===== src/rtl/memlog_dump.sv =====
// Read-side dump engine for the BRAM capture logger: sweeps an address window after the
// logger fills and streams each word MSB-byte-first over a valid/ready byte interface.
module memlog_dump #(
    parameter int BRAM_ADDR_WIDTH = 15,
    parameter int BRAM_DATA_WIDTH = 16
) (
    input  logic                       clk,
    input  logic                       i_rst,
    input  logic                       i_start,
    input  logic [BRAM_ADDR_WIDTH-1:0] i_base_addr,
    input  logic [BRAM_ADDR_WIDTH:0]   i_num_words,
    input  logic                       i_mem_full,
    input  logic [BRAM_DATA_WIDTH-1:0] i_data_log_from_mem,
    output logic                       o_read_log,
    output logic [BRAM_ADDR_WIDTH-1:0] o_addr_log_to_mem,
    output logic [7:0]                 o_tx_data,
    output logic                       o_tx_valid,
    input  logic                       i_tx_ready,
    output logic                       o_busy,
    output logic                       o_done,
    output logic                       o_err
);
    localparam int AW     = BRAM_ADDR_WIDTH;
    localparam int DW     = BRAM_DATA_WIDTH;
    localparam int NBYTES = DW / 8;
    localparam int IW     = (NBYTES > 1) ? $clog2(NBYTES) : 1;

    localparam logic [2:0] S_IDLE  = 3'd0;
    localparam logic [2:0] S_FETCH = 3'd1;
    localparam logic [2:0] S_CAP   = 3'd2;
    localparam logic [2:0] S_SEND  = 3'd3;
    localparam logic [2:0] S_DONE  = 3'd4;

    localparam logic [AW:0]   DEPTH    = {1'b1, {AW{1'b0}}};
    localparam logic [IW-1:0] LAST_IDX = IW'(NBYTES - 1);

    logic [2:0]    state_q, state_d;
    logic [AW-1:0] addr_q, addr_d;
    logic [AW:0]   rem_q, rem_d;
    logic [DW-1:0] word_q, word_d;
    logic [IW-1:0] idx_q, idx_d;
    logic [7:0]    tx_data_q, tx_data_d;
    logic          tx_valid_q, tx_valid_d;
    logic          read_q, read_d;
    logic          busy_q, busy_d;
    logic          done_q, done_d;
    logic          err_q, err_d;

    always_comb begin
        state_d    = state_q;
        addr_d     = addr_q;
        rem_d      = rem_q;
        word_d     = word_q;
        idx_d      = idx_q;
        tx_data_d  = tx_data_q;
        tx_valid_d = tx_valid_q;
        busy_d     = busy_q;
        err_d      = err_q;
        read_d     = 1'b0;
        done_d     = 1'b0;
        case (state_q)
            S_IDLE: begin
                tx_valid_d = 1'b0;
                if (i_start) begin
                    if (!i_mem_full) begin
                        err_d = 1'b1;
                    end else begin
                        err_d  = 1'b0;
                        busy_d = 1'b1;
                        if (i_num_words == '0) begin
                            done_d  = 1'b1;
                            state_d = S_DONE;
                        end else begin
                            addr_d  = i_base_addr;
                            rem_d   = (i_num_words > DEPTH) ? DEPTH : i_num_words;
                            read_d  = 1'b1;
                            state_d = S_FETCH;
                        end
                    end
                end
            end
            S_FETCH: state_d = S_CAP;
            S_CAP: begin
                // First byte is presented straight from the read data; the rest shift out of word_q.
                tx_data_d  = i_data_log_from_mem[DW-1 -: 8];
                word_d     = i_data_log_from_mem << 8;
                idx_d      = '0;
                tx_valid_d = 1'b1;
                state_d    = S_SEND;
            end
            S_SEND: begin
                if (tx_valid_q && i_tx_ready) begin
                    if (idx_q == LAST_IDX) begin
                        tx_valid_d = 1'b0;
                        if (rem_q > (AW+1)'(1)) begin
                            rem_d   = rem_q - (AW+1)'(1);
                            addr_d  = addr_q + AW'(1);
                            state_d = S_FETCH;
                        end else begin
                            rem_d   = '0;
                            done_d  = 1'b1;
                            state_d = S_DONE;
                        end
                    end else begin
                        idx_d     = idx_q + IW'(1);
                        tx_data_d = word_q[DW-1 -: 8];
                        word_d    = word_q << 8;
                    end
                end
            end
            S_DONE: begin
                tx_valid_d = 1'b0;
                busy_d     = 1'b0;
                state_d    = S_IDLE;
            end
            default: state_d = S_IDLE;
        endcase
    end

    always_ff @(posedge clk) begin
        if (i_rst) begin
            state_q    <= S_IDLE;
            addr_q     <= '0;
            rem_q      <= '0;
            word_q     <= '0;
            idx_q      <= '0;
            tx_data_q  <= '0;
            tx_valid_q <= 1'b0;
            read_q     <= 1'b0;
            busy_q     <= 1'b0;
            done_q     <= 1'b0;
            err_q      <= 1'b0;
        end else begin
            state_q    <= state_d;
            addr_q     <= addr_d;
            rem_q      <= rem_d;
            word_q     <= word_d;
            idx_q      <= idx_d;
            tx_data_q  <= tx_data_d;
            tx_valid_q <= tx_valid_d;
            read_q     <= read_d;
            busy_q     <= busy_d;
            done_q     <= done_d;
            err_q      <= err_d;
        end
    end

    assign o_read_log        = read_q;
    assign o_addr_log_to_mem = addr_q;
    assign o_tx_data         = tx_data_q;
    assign o_tx_valid        = tx_valid_q;
    assign o_busy            = busy_q;
    assign o_done            = done_q;
    assign o_err             = err_q;

endmodule

===== config.mk =====
export PLATFORM = sky130hd
export DESIGN_NAME = memlog_dump
export DESIGN_NICKNAME = d
export VERILOG_FILES = /design/src/rtl/memlog_dump.sv
export SDC_FILE = /design/constraint.sdc
export NUM_CORES = 1
export LEC_CHECK = 0
export BUFFER_PORTS_ARGS = -buffer_cell sky130_fd_sc_hd__buf_2
export CAP_MARGIN = 20
export CELL_PAD_IN_SITES_DETAIL_PLACEMENT = 0
export CELL_PAD_IN_SITES_GLOBAL_PLACEMENT = 1
export CORE_MARGIN = 3
export CORE_UTILIZATION = 39
export DETAILED_ROUTE_END_ITERATION = 16
export PLACE_DENSITY_LB_ADDON = 0.3
export SETUP_SLACK_MARGIN = 0.5
export SLEW_MARGIN = 40
export SYNTH_ARGS = -nofsm -noshare
export SYNTH_HDL_FRONTEND = slang
export SYNTH_SLANG_ARGS = --single-unit

===== constraint.sdc =====
create_clock -name clk -period 1.9 [get_ports clk]
set_input_delay 0.285 -clock clk [delete_from_list [all_inputs] [get_ports clk]]
set_output_delay 0.285 -clock clk [all_outputs]
set_load 0.01 [all_outputs]

==> results of run 1 <==
routing by layer:
layer  wire, µm  share of wire
met5          0              0
met4        261          0.024
met3        646          0.059
met2       5160           0.47
met1       4950           0.45
cells by family after synthesis:
kind of cell	count (synthesis)	share of synthesized area
fa+ha+maj	3	0.0115
simple gates	159	0.251
flops	56	0.343
compound gates	143	0.313
buf+inv	55	0.0826
critical path: cells and delay by family (launching register included):
kind	cells	cell delay, ps
flip-flops	1	350
AO/OA/AOI/OAI	3	320
AND/OR/NAND/NOR	2	550
buffers and inverters	3	380
layout by cell type (no fill, tap or decap), types with 3 or more instances in the layout:
| cell type | count |
|---|---|
| sky130_fd_sc_hd__a211oi_1 | 3 |
| sky130_fd_sc_hd__a311oi_1 | 7 |
| sky130_fd_sc_hd__and2_4 | 3 |
| sky130_fd_sc_hd__nand2_1 | 57 |
| sky130_fd_sc_hd__nor4_2 | 4 |
| sky130_fd_sc_hd__nor2_1 | 20 |
| sky130_fd_sc_hd__a32oi_2 | 3 |
| sky130_fd_sc_hd__dfxtp_1 | 42 |
| sky130_fd_sc_hd__o32ai_2 | 13 |
| sky130_fd_sc_hd__a31oi_1 | 6 |
| sky130_fd_sc_hd__nor4_1 | 8 |
| sky130_fd_sc_hd__a22oi_1 | 4 |
| sky130_fd_sc_hd__buf_12 | 7 |
| sky130_fd_sc_hd__o32ai_1 | 9 |
| sky130_fd_sc_hd__buf_6 | 9 |
| sky130_fd_sc_hd__inv_1 | 18 |
| sky130_fd_sc_hd__clkbuf_8 | 6 |
| sky130_fd_sc_hd__a221oi_2 | 4 |
| sky130_fd_sc_hd__buf_2 | 79 |
| sky130_fd_sc_hd__nand3_1 | 13 |
| sky130_fd_sc_hd__a32oi_1 | 6 |
| sky130_fd_sc_hd__dfxtp_2 | 6 |
| sky130_fd_sc_hd__a21oi_2 | 13 |
| sky130_fd_sc_hd__a21oi_1 | 37 |
| sky130_fd_sc_hd__nor3_1 | 12 |
| sky130_fd_sc_hd__o21ai_0 | 6 |
| sky130_fd_sc_hd__dfxtp_4 | 8 |
| sky130_fd_sc_hd__o21ai_2 | 4 |
| sky130_fd_sc_hd__a21oi_4 | 5 |
| sky130_fd_sc_hd__buf_4 | 36 |
| sky130_fd_sc_hd__nor4_4 | 4 |
| sky130_fd_sc_hd__and3_1 | 4 |
| sky130_fd_sc_hd__o21ai_1 | 3 |
| sky130_fd_sc_hd__nand4_1 | 6 |
| sky130_fd_sc_hd__a311oi_2 | 3 |
area by class of cell:
type	instances	share of cell area
flip-flops and latches	56	0.241
clock buffers	7	0.0180
clock inverters	1	0.00182
multi-input cells	308	0.495
well taps	102	0.0266
repair buffers	134	0.200
inverters	21	0.0174
state kept, by name, summed over array words and instances (netlist names):
signal             count
word_q                 8
o_read_log             1
state_q                3
idx_q                  1
o_tx_data              8
o_addr_log_to_mem     15
o_err                  1
o_tx_valid             1
o_done                 1
o_busy                 1
rem_q                 16
Yosys cell counts (3+ instances only):
master	number	area share
sky130_fd_sc_hd__a32oi_1	9	0.024
sky130_fd_sc_hd__dfxtp_1	56	0.34
sky130_fd_sc_hd__nor4_2	3	0.011
sky130_fd_sc_hd__clkbuf_1	14	0.016
sky130_fd_sc_hd__a211oi_1	4	0.0092
sky130_fd_sc_hd__nor3_1	13	0.020
sky130_fd_sc_hd__and3_1	6	0.011
sky130_fd_sc_hd__o21ai_0	11	0.017
sky130_fd_sc_hd__nor2b_1	3	0.0057
sky130_fd_sc_hd__buf_2	11	0.017
sky130_fd_sc_hd__inv_1	20	0.023
sky130_fd_sc_hd__ha_1	3	0.011
sky130_fd_sc_hd__o32ai_1	22	0.059
sky130_fd_sc_hd__nand2b_1	3	0.0057
sky130_fd_sc_hd__a221oi_1	3	0.0080
sky130_fd_sc_hd__nand4_1	6	0.011
sky130_fd_sc_hd__nand3_1	14	0.021
sky130_fd_sc_hd__nor2_1	24	0.028
sky130_fd_sc_hd__a31oi_1	8	0.015
sky130_fd_sc_hd__a22oi_1	5	0.011
sky130_fd_sc_hd__buf_6	6	0.021
sky130_fd_sc_hd__and2_1	3	0.0057
sky130_fd_sc_hd__a21oi_1	50	0.076
sky130_fd_sc_hd__a311oi_1	10	0.027
sky130_fd_sc_hd__nor4_1	12	0.023
sky130_fd_sc_hd__nand2_1	59	0.068
per-stage QoR:
step / cell area (µm²) / hold WS, ps / util
5_1_grt: 4810 / 203 / 0.606
4_1_cts: 4580 / 206 / 0.578
6_report: 4810 / 218 / 0.606
3_5_place_dp: 4120 / 446 / 0.520
2_1_floorplan: 3590 / 432 / -
3_3_place_gp: 4120 / 440 / 0.520
final timing paths:
path	startpoint	end	slack, ps
worst max-delay path	rem_q[7]	rem_q[15]	160
worst min-delay path	i_data_log_from_mem[3]	word_q[11]	220
worst max register to register	rem_q[7]	rem_q[15]	160
worst min register to register	word_q[8]	word_q[8]	460
power breakdown:
group	switching, mW	total, mW	internal (mW)
Clock	0.400	0.700	0.300
Combinational	0.891	1.74	0.845
Sequential	0.141	1.45	1.31
repair_timing:
action                     CTS  global route
gates resized for setup     42            33
buffers inserted            19             5
setup endpoints to repair   52            52
gates cloned                 3             1
hold endpoints to repair     0             0
pin swaps                   19            11
==> results.ini, run 1 <==
[floorplanning]
core_mm2=0.00793
die_h_um=97.6
fp.dieArea_mm2=0.00953
num_rows=32
io_pins=80
initial_utilization=0.413
fp.dieW_um=97.6

[sta]
worst_pin_slew_ps=524
final.min_clock_period_ps=1740
min_period_over_period=0.913
grt_setup_unrepaired=true
worst_clock_skew_ps=5.67
fin_tns_setup_ps=0
timing.fmax_mhz=576
timing.final.setup_violations=0
finalWorstSetupSlack_ps=165
maxSlewHeadroom=0.647
slew_violations=0
hold_viol=0

[grt]
number_of_antenna_violations_at_the_first_check_in_global_routing=0
groute.usage.overall=0.219
grt_pass1_vias=3485
grt.met1_usage=0.300
overflow=0
grtUsageMet3=0.0330
grt_first_pass_wirelength_um=17700
grt_use_met2=0.360
gr-max-usage-layer=met2
grt_start_max_net_pins=32

[drt]
vias_per_cell=5.95
drt.antenna.violating_nets=0
postRouteWirelength_um=11000
num_vias=3740
detail_route.drc_violations=0
drtPass1Iterations=5
drt-initial-drc-count=170
post_drt_wl_per_cell_um=17.5

[synthesis]
postSynthRegisterBits=56
synth_seq_area_share=0.343
synth_async_sr_flop_share=0
synth-edff-count=0
mappedNetlistArea_mm2=0.00327
syn-num-nets=471
synth_top_flop_cell=sky130_fd_sc_hd__dfxtp_1
yosys.cell_types.count=57
postSynthAreaPerCell_um2=7.87
yosys_warnings=0
syn_inst=416

[critical_path]
worst_ep_arrival_time_ps=1920
worst_r2r_path_depth=8
crit_path_cell_trace=nor4_4 -> buf_4 -> and4_4 -> buf_6 -> buf_4 -> a21oi_1 -> o21ai_2 -> a221oi_2
critical_path.endpoint_type=flip-flop
critPathKind=reg -> reg
critical-path-slowest-cell=sky130_fd_sc_hd__dfxtp_2
cp_common_cell=sky130_fd_sc_hd__buf_4
crit_fanout=4
cp-start-kind=flip-flop
critPathMaxStageDelay_ps=350
cp_data_required_time_ps=2090

[clocking]
tritoncts_clock_tree=yes
clock_pin_slew_on_the_worst_setup_and_hold_paths_ps=100
root_buffer=sky130_fd_sc_hd__clkbuf_8
clock_network_latency_to_the_later_pin_of_the_worst_skew_pair_ps=310
ctsHoldBuffers=0
cts.sink_count=56
numCtsBuffers=5
cts_buffer_depth=2
deepest_level_of_the_cts_h_tree=2

[status]
outcome=complete, no violations

[run]
drv_cap=0

[worst_hold_path]
holdCritPathClass=in -> reg
holdPathStages=3

[final_layout]
layout.nets=581
final_cell_count_no_fill=629
multi_input_area_mm2=0.00238
area.sequential_mm2=0.00116
diodes=0
share_of_post_route_cells_with_drive_strength_above_1=0.463
fillCellCount=729
areaGrowthSynthToFinish_pct=46.8

[place]
place_ws_ps=-29.3
post_place_cells=593
gp_routability_congestion=0.896
port_buffers=79
dp_hpwl_um=7270

[power_and_ir_drop]
vdd_drop_max_mv=0.363
total_power_mw=3.88
power_density_mw_per_mm2=808
leakage_nw=1.88

Power figures use the tool's default switching activity.
==> run 2: changes to the inputs <==
Settings changed: CORE_MARGIN 3 to 8.
==> results.ini, run 2 (synthesized netlist as in run 1, its figures left out) <==
[power_and_ir_drop]
clkPwrFrac=0.191
leakage_nw=1.84
total_power_mw=3.69
net_switching_power_of_the_design_mw=1.41
power_report.internal_total_mw=2.28
power_density_mw_per_mm2=784
p_comb_frac=0.416
net_switching_fraction_of_the_power=0.382
vdd_drop_max_mv=0.402
power_frac_seq=0.392

[sta]
grt_setup_unrepaired=true
maxSlewHeadroom=0.676
min_period_over_period=0.899
timing.fmax_mhz=585
worst_clock_skew_ps=7.82
finalWorstSetupSlack_ps=191
worst_pin_slew_ps=481
slew_violations=0
hold_viol=0
timing.final.setup_violations=0
fin_tns_setup_ps=0
final.min_clock_period_ps=1710

[floorplanning]
die_h_um=108
fp.dieArea_mm2=0.0116
fp.dieW_um=108
initial_utilization=0.400
num_rows=33
core_mm2=0.00818
io_pins=80

[grt]
groute.usage.overall=0.185
overflow=0
grt_first_pass_wirelength_um=17800
grt_pass1_vias=3585
grt_start_max_net_pins=52
number_of_antenna_violations_at_the_first_check_in_global_routing=0

[place]
port_buffers=79
place_ws_ps=-4.16
dp_hpwl_um=7680
gp_routability_congestion=0.905
placed_area_mm2=0.00413
post_place_cells=593

[critical_path]
critical-path-slowest-cell=sky130_fd_sc_hd__dfxtp_4
critPathKind=reg -> reg
worst_ep_arrival_time_ps=1940
crit_fanout=10
cp-start-kind=flip-flop
critical_path.endpoint_type=flip-flop
cp_data_required_time_ps=2130
crit_path_cell_trace=nor4_4 -> and4_4 -> a21o_4 -> buf_12 -> a21oi_2 -> o32ai_2
critPathMaxStageDelay_ps=370

[run]
drv_cap=0

[drt]
drt.antenna.violating_nets=0
num_vias=3646
detail_route.drc_violations=0
postRouteWirelength_um=11200
drt-initial-drc-count=149
drtPass1Iterations=4
vias_per_cell=5.85
post_drt_wl_per_cell_um=18.1

[worst_hold_path]
holdCritPathClass=in -> reg

[clocking]
ctsHoldBuffers=0
numCtsBuffers=5
tritoncts_clock_tree=yes
cts_buffer_depth=2
deepest_level_of_the_cts_h_tree=2
clock_network_latency_to_the_later_pin_of_the_worst_skew_pair_ps=320
root_buffer=sky130_fd_sc_hd__clkbuf_8
clock_pin_slew_on_the_worst_setup_and_hold_paths_ps=110
cts.sink_count=56

[final_layout]
share_of_post_route_cells_with_drive_strength_above_1=0.442
registers.top_by_ff_count=rem_q
layout.cells.most_common_list=79 x sky130_fd_sc_hd__buf_2, 57 x sky130_fd_sc_hd__nand2_1, 42 x sky130_fd_sc_hd__dfxtp_1
diodes=0
max_ffs_per_register=16
final_cell_count_no_fill=623
layout_commonest_cell=sky130_fd_sc_hd__buf_2
areaGrowthSynthToFinish_pct=43.8
fillCellCount=772
final_cell_area_mm2=0.00471
layout.nets=572

[status]
outcome=complete, no violations

-- run 2: changes by cell type in the layout (fill, tap and decap cells not counted), sizes merged --
| cell | previous run | this run |
|---|---|---|
| clkbuf | 8 | 6 |
| buf | 133 | 125 |
| a21oi | 55 | 54 |
| clkinvlp | 0 | 1 |
| clkinv | 2 | 1 |
| inv | 20 | 22 |
-- run 2: metal layers --
metal	part of all wire	track usage
met4	0.010	0.0565
met2	0.49	0.311
met3	0.057	0.0401
met1	0.45	0.230
met5	0	0
-- run 2: area by class of cell --
type	count	area (µm²)	area share
timing repair buffer	126	881	0.187
clock inverter	3	25.0	0.00531
sequential	56	1170	0.248
clock buffer	5	68.8	0.0146
multi-input combinational	307	2350	0.500
inverter	21	83.8	0.0178
tap	105	131	0.0279
-- run 2: power by group through the flow --
stage	registers (mW)	clock network (mW)	logic, mW
floorplan	1.46	0	0.875
finish	1.45	0.706	1.54
global placement	1.46	0	1.21
CTS	1.44	0.733	1.37
detailed placement	1.46	0	1.22
global route	1.47	0.775	1.67
-- run 2: timing repair --
| item | 4_1_cts | 5_1_grt |
|---|---|---|
| gates cloned | 1 | 2 |
| endpoints found under the hold margin | 0 | 0 |
| buffers inserted | 13 | 6 |
| setup endpoints to repair | 51 | 51 |
| gates resized for setup | 26 | 40 |
| pin swaps | 10 | 19 |
-- run 2: worst paths after layout --
path	startpoint	to	slack (ps)	cells after the start
max	rem_q[7]	o_addr_log_to_mem[7]	190	6
min	i_data_log_from_mem[4]	word_q[12]	210	3
max reg2reg	rem_q[7]	o_addr_log_to_mem[7]	190	6
min reg2reg	word_q[10]	word_q[10]	460	2
-- run 2: critical path, delay by kind of cell, from the launching register on --
kind / cells / cell delay [ps]
and+or+nand+nor: 2 / 660
AOI/OAI and AO/OA: 3 / 420
DFF: 1 / 370
buffers and inverters: 1 / 170
-- run 2: stage by stage --
step	util	hold slack, ps
final	0.576	206
after global routing	0.576	199
after CTS	0.544	198
after detailed placement	0.505	444
after global placement	0.505	439
after floorplan	-	432
==> run 3: changes to the inputs <==
Settings changed: CTS_BUF_LIST set to sky130_fd_sc_hd__clkbuf_16, PLACE_DENSITY set to 0.92, PLACE_DENSITY_LB_ADDON 0.3 to unset.
==> results.ini, run 3 (synthesized netlist as in run 1, its figures left out) <==
[status]
outcome=complete, no violations

[critical_path]
critical_path.endpoint_type=flip-flop
critical-path-slowest-cell=sky130_fd_sc_hd__dfxtp_4
reg2reg_from=rem_q[0]
worst_ep_arrival_time_ps=2020
cp-start-kind=flip-flop
critPathKind=reg -> reg
worst_setup_path_startpoint=rem_q[0]
cp_common_cell=sky130_fd_sc_hd__buf_4
worstPathBufferInverterCount=3
crit_path_cell_trace=inv_4 -> ha_4 -> nor2_4 -> nor4_4 -> buf_4 -> a21o_4 -> buf_4 -> o32a_1 -> o32ai_2
cp_data_required_time_ps=2120
top_cell_family_by_delay_on_the_critical_path=compound AO/OA/AOI/OAI gates
critPathMaxStageDelay_ps=390
crit_fanout=7

[place]
gp_routability_congestion=0.844
dp_hpwl_um=7670
port_buffers=79
place_ws_ps=-15.2

[drt]
post_drt_wl_per_cell_um=19.0
vias_per_cell=6.17
detail_route.drc_violations=0
postRouteWirelength_um=11800
drt-initial-drc-count=346
drtPass1Iterations=5
num_vias=3846
drt.antenna.violating_nets=0

[sta]
worst_pin_slew_ps=515
slew_violations=0
timing.fmax_mhz=554
grt_setup_unrepaired=true
worst_clock_skew_ps=7.66
maxSlewHeadroom=0.653
final.min_clock_period_ps=1810
hold_viol=0
timing.final.setup_violations=0
finalWorstSetupSlack_ps=94.6
min_period_over_period=0.950

[power_and_ir_drop]
vdd_drop_max_mv=0.478
power_report.internal_total_mw=2.55
power_frac_seq=0.359
net_switching_power_of_the_design_mw=1.49
net_switching_fraction_of_the_power=0.369
total_power_mw=4.04
clkPwrFrac=0.243
p_comb_frac=0.399
power_density_mw_per_mm2=845
leakage_nw=1.87

[worst_hold_path]
holdCritPathClass=in -> reg
hp-start=i_data_log_from_mem[5]

[run]
drv_cap=0

[clocking]
cts.sink_count=56
numCtsBuffers=5
clock_network_latency_to_the_later_pin_of_the_worst_skew_pair_ps=300
tritoncts_clock_tree=yes
root_buffer=sky130_fd_sc_hd__clkbuf_16
cts_buffer_depth=2
deepest_level_of_the_cts_h_tree=2
clock_pin_slew_on_the_worst_setup_and_hold_paths_ps=80

[grt]
grt_start_max_net_pins=39
number_of_antenna_violations_at_the_first_check_in_global_routing=0
overflow=0
grt_first_pass_wirelength_um=18200
grt_pass1_vias=3744
groute.usage.overall=0.191

[floorplanning]
core_mm2=0.00818
fp.dieArea_mm2=0.0116
die_h_um=108
num_rows=33
initial_utilization=0.400
fp.dieW_um=108
io_pins=80

[final_layout]
layout_commonest_cell=sky130_fd_sc_hd__buf_2
fillCellCount=727
registers.top_by_ff_count=rem_q
share_of_post_route_cells_with_drive_strength_above_1=0.448
layout.cells.most_common_list=79 x sky130_fd_sc_hd__buf_2, 57 x sky130_fd_sc_hd__nand2_1, 44 x sky130_fd_sc_hd__dfxtp_1
multi_input_area_mm2=0.00235
layout.nets=572
areaGrowthSynthToFinish_pct=46.0
diodes=0
max_ffs_per_register=16
area.sequential_mm2=0.00116

## run 3: timing repair
action | CTS | global route
setup buffers | 18 | 5
hold buffers | 0 | 0
gates cloned | 1 | 0
gates resized for setup | 35 | 33
endpoints found under the setup margin | 51 | 52
pin swaps | 16 | 28
## run 3: cell type report
type                       instances  share of cell area
multi-input combinational        306               0.492
sequential                        56               0.242
timing repair buffer             127               0.189
clock inverter                     3             0.00576
clock buffer                       5              0.0262
inverter                          21              0.0175
tap                              105              0.0275
## run 3: power by group through the flow
stage | registers, mW | clock network [mW] | logic, mW
floorplan | 1.46 | 0 | 0.875
global placement | 1.45 | 0 | 1.21
detailed placement | 1.46 | 0 | 1.23
CTS | 1.44 | 0.988 | 1.41
global route | 1.46 | 1.04 | 1.72
finish | 1.45 | 0.980 | 1.61
## run 3: worst reg2reg max path: stages (launching register included)
cell	delay, ps
sky130_fd_sc_hd__dfxtp_4	390
sky130_fd_sc_hd__inv_4	50
sky130_fd_sc_hd__ha_4	160
sky130_fd_sc_hd__nor2_4	130
sky130_fd_sc_hd__nor4_4	50
sky130_fd_sc_hd__buf_4	150
sky130_fd_sc_hd__a21o_4	250
sky130_fd_sc_hd__buf_4	150
sky130_fd_sc_hd__o32a_1	290
sky130_fd_sc_hd__o32ai_2	90
## run 3: worst paths after layout
path,endpoint,slack (ps),cells after the start
min reg2reg,word_q[9],460,2
min,word_q[13],240,3
max,rem_q[13],90,9
max reg2reg,rem_q[13],90,9
## run 3: per-stage QoR
stage | util | hold WS [ps] | TNS (ps) | std cells | area (µm²)
6_report | 0.584 | 237 | 0 | 623 | 4780
5_1_grt | 0.584 | 254 | 0 | 623 | 4780
4_1_cts | 0.560 | 237 | 0 | 618 | 4580
3_5_place_dp | 0.505 | 449 | -25.1 | 591 | 4130
3_3_place_gp | 0.505 | 438 | 0 | 591 | 4130
2_1_floorplan | - | 432 | 0 | 416 | 3590
## run 3: routing by layer
| metal | global-route usage | wire [µm] | vias to the layer above |
|---|---|---|---|
| met4 | 0.0763 | 208 | 0 |
| li1 | - | - | 1789 |
| met1 | 0.236 | 4950 | 1855 |
| met2 | 0.315 | 5850 | 183 |
| met5 | 0 | 0 | - |
| met3 | 0.0395 | 825 | 19 |
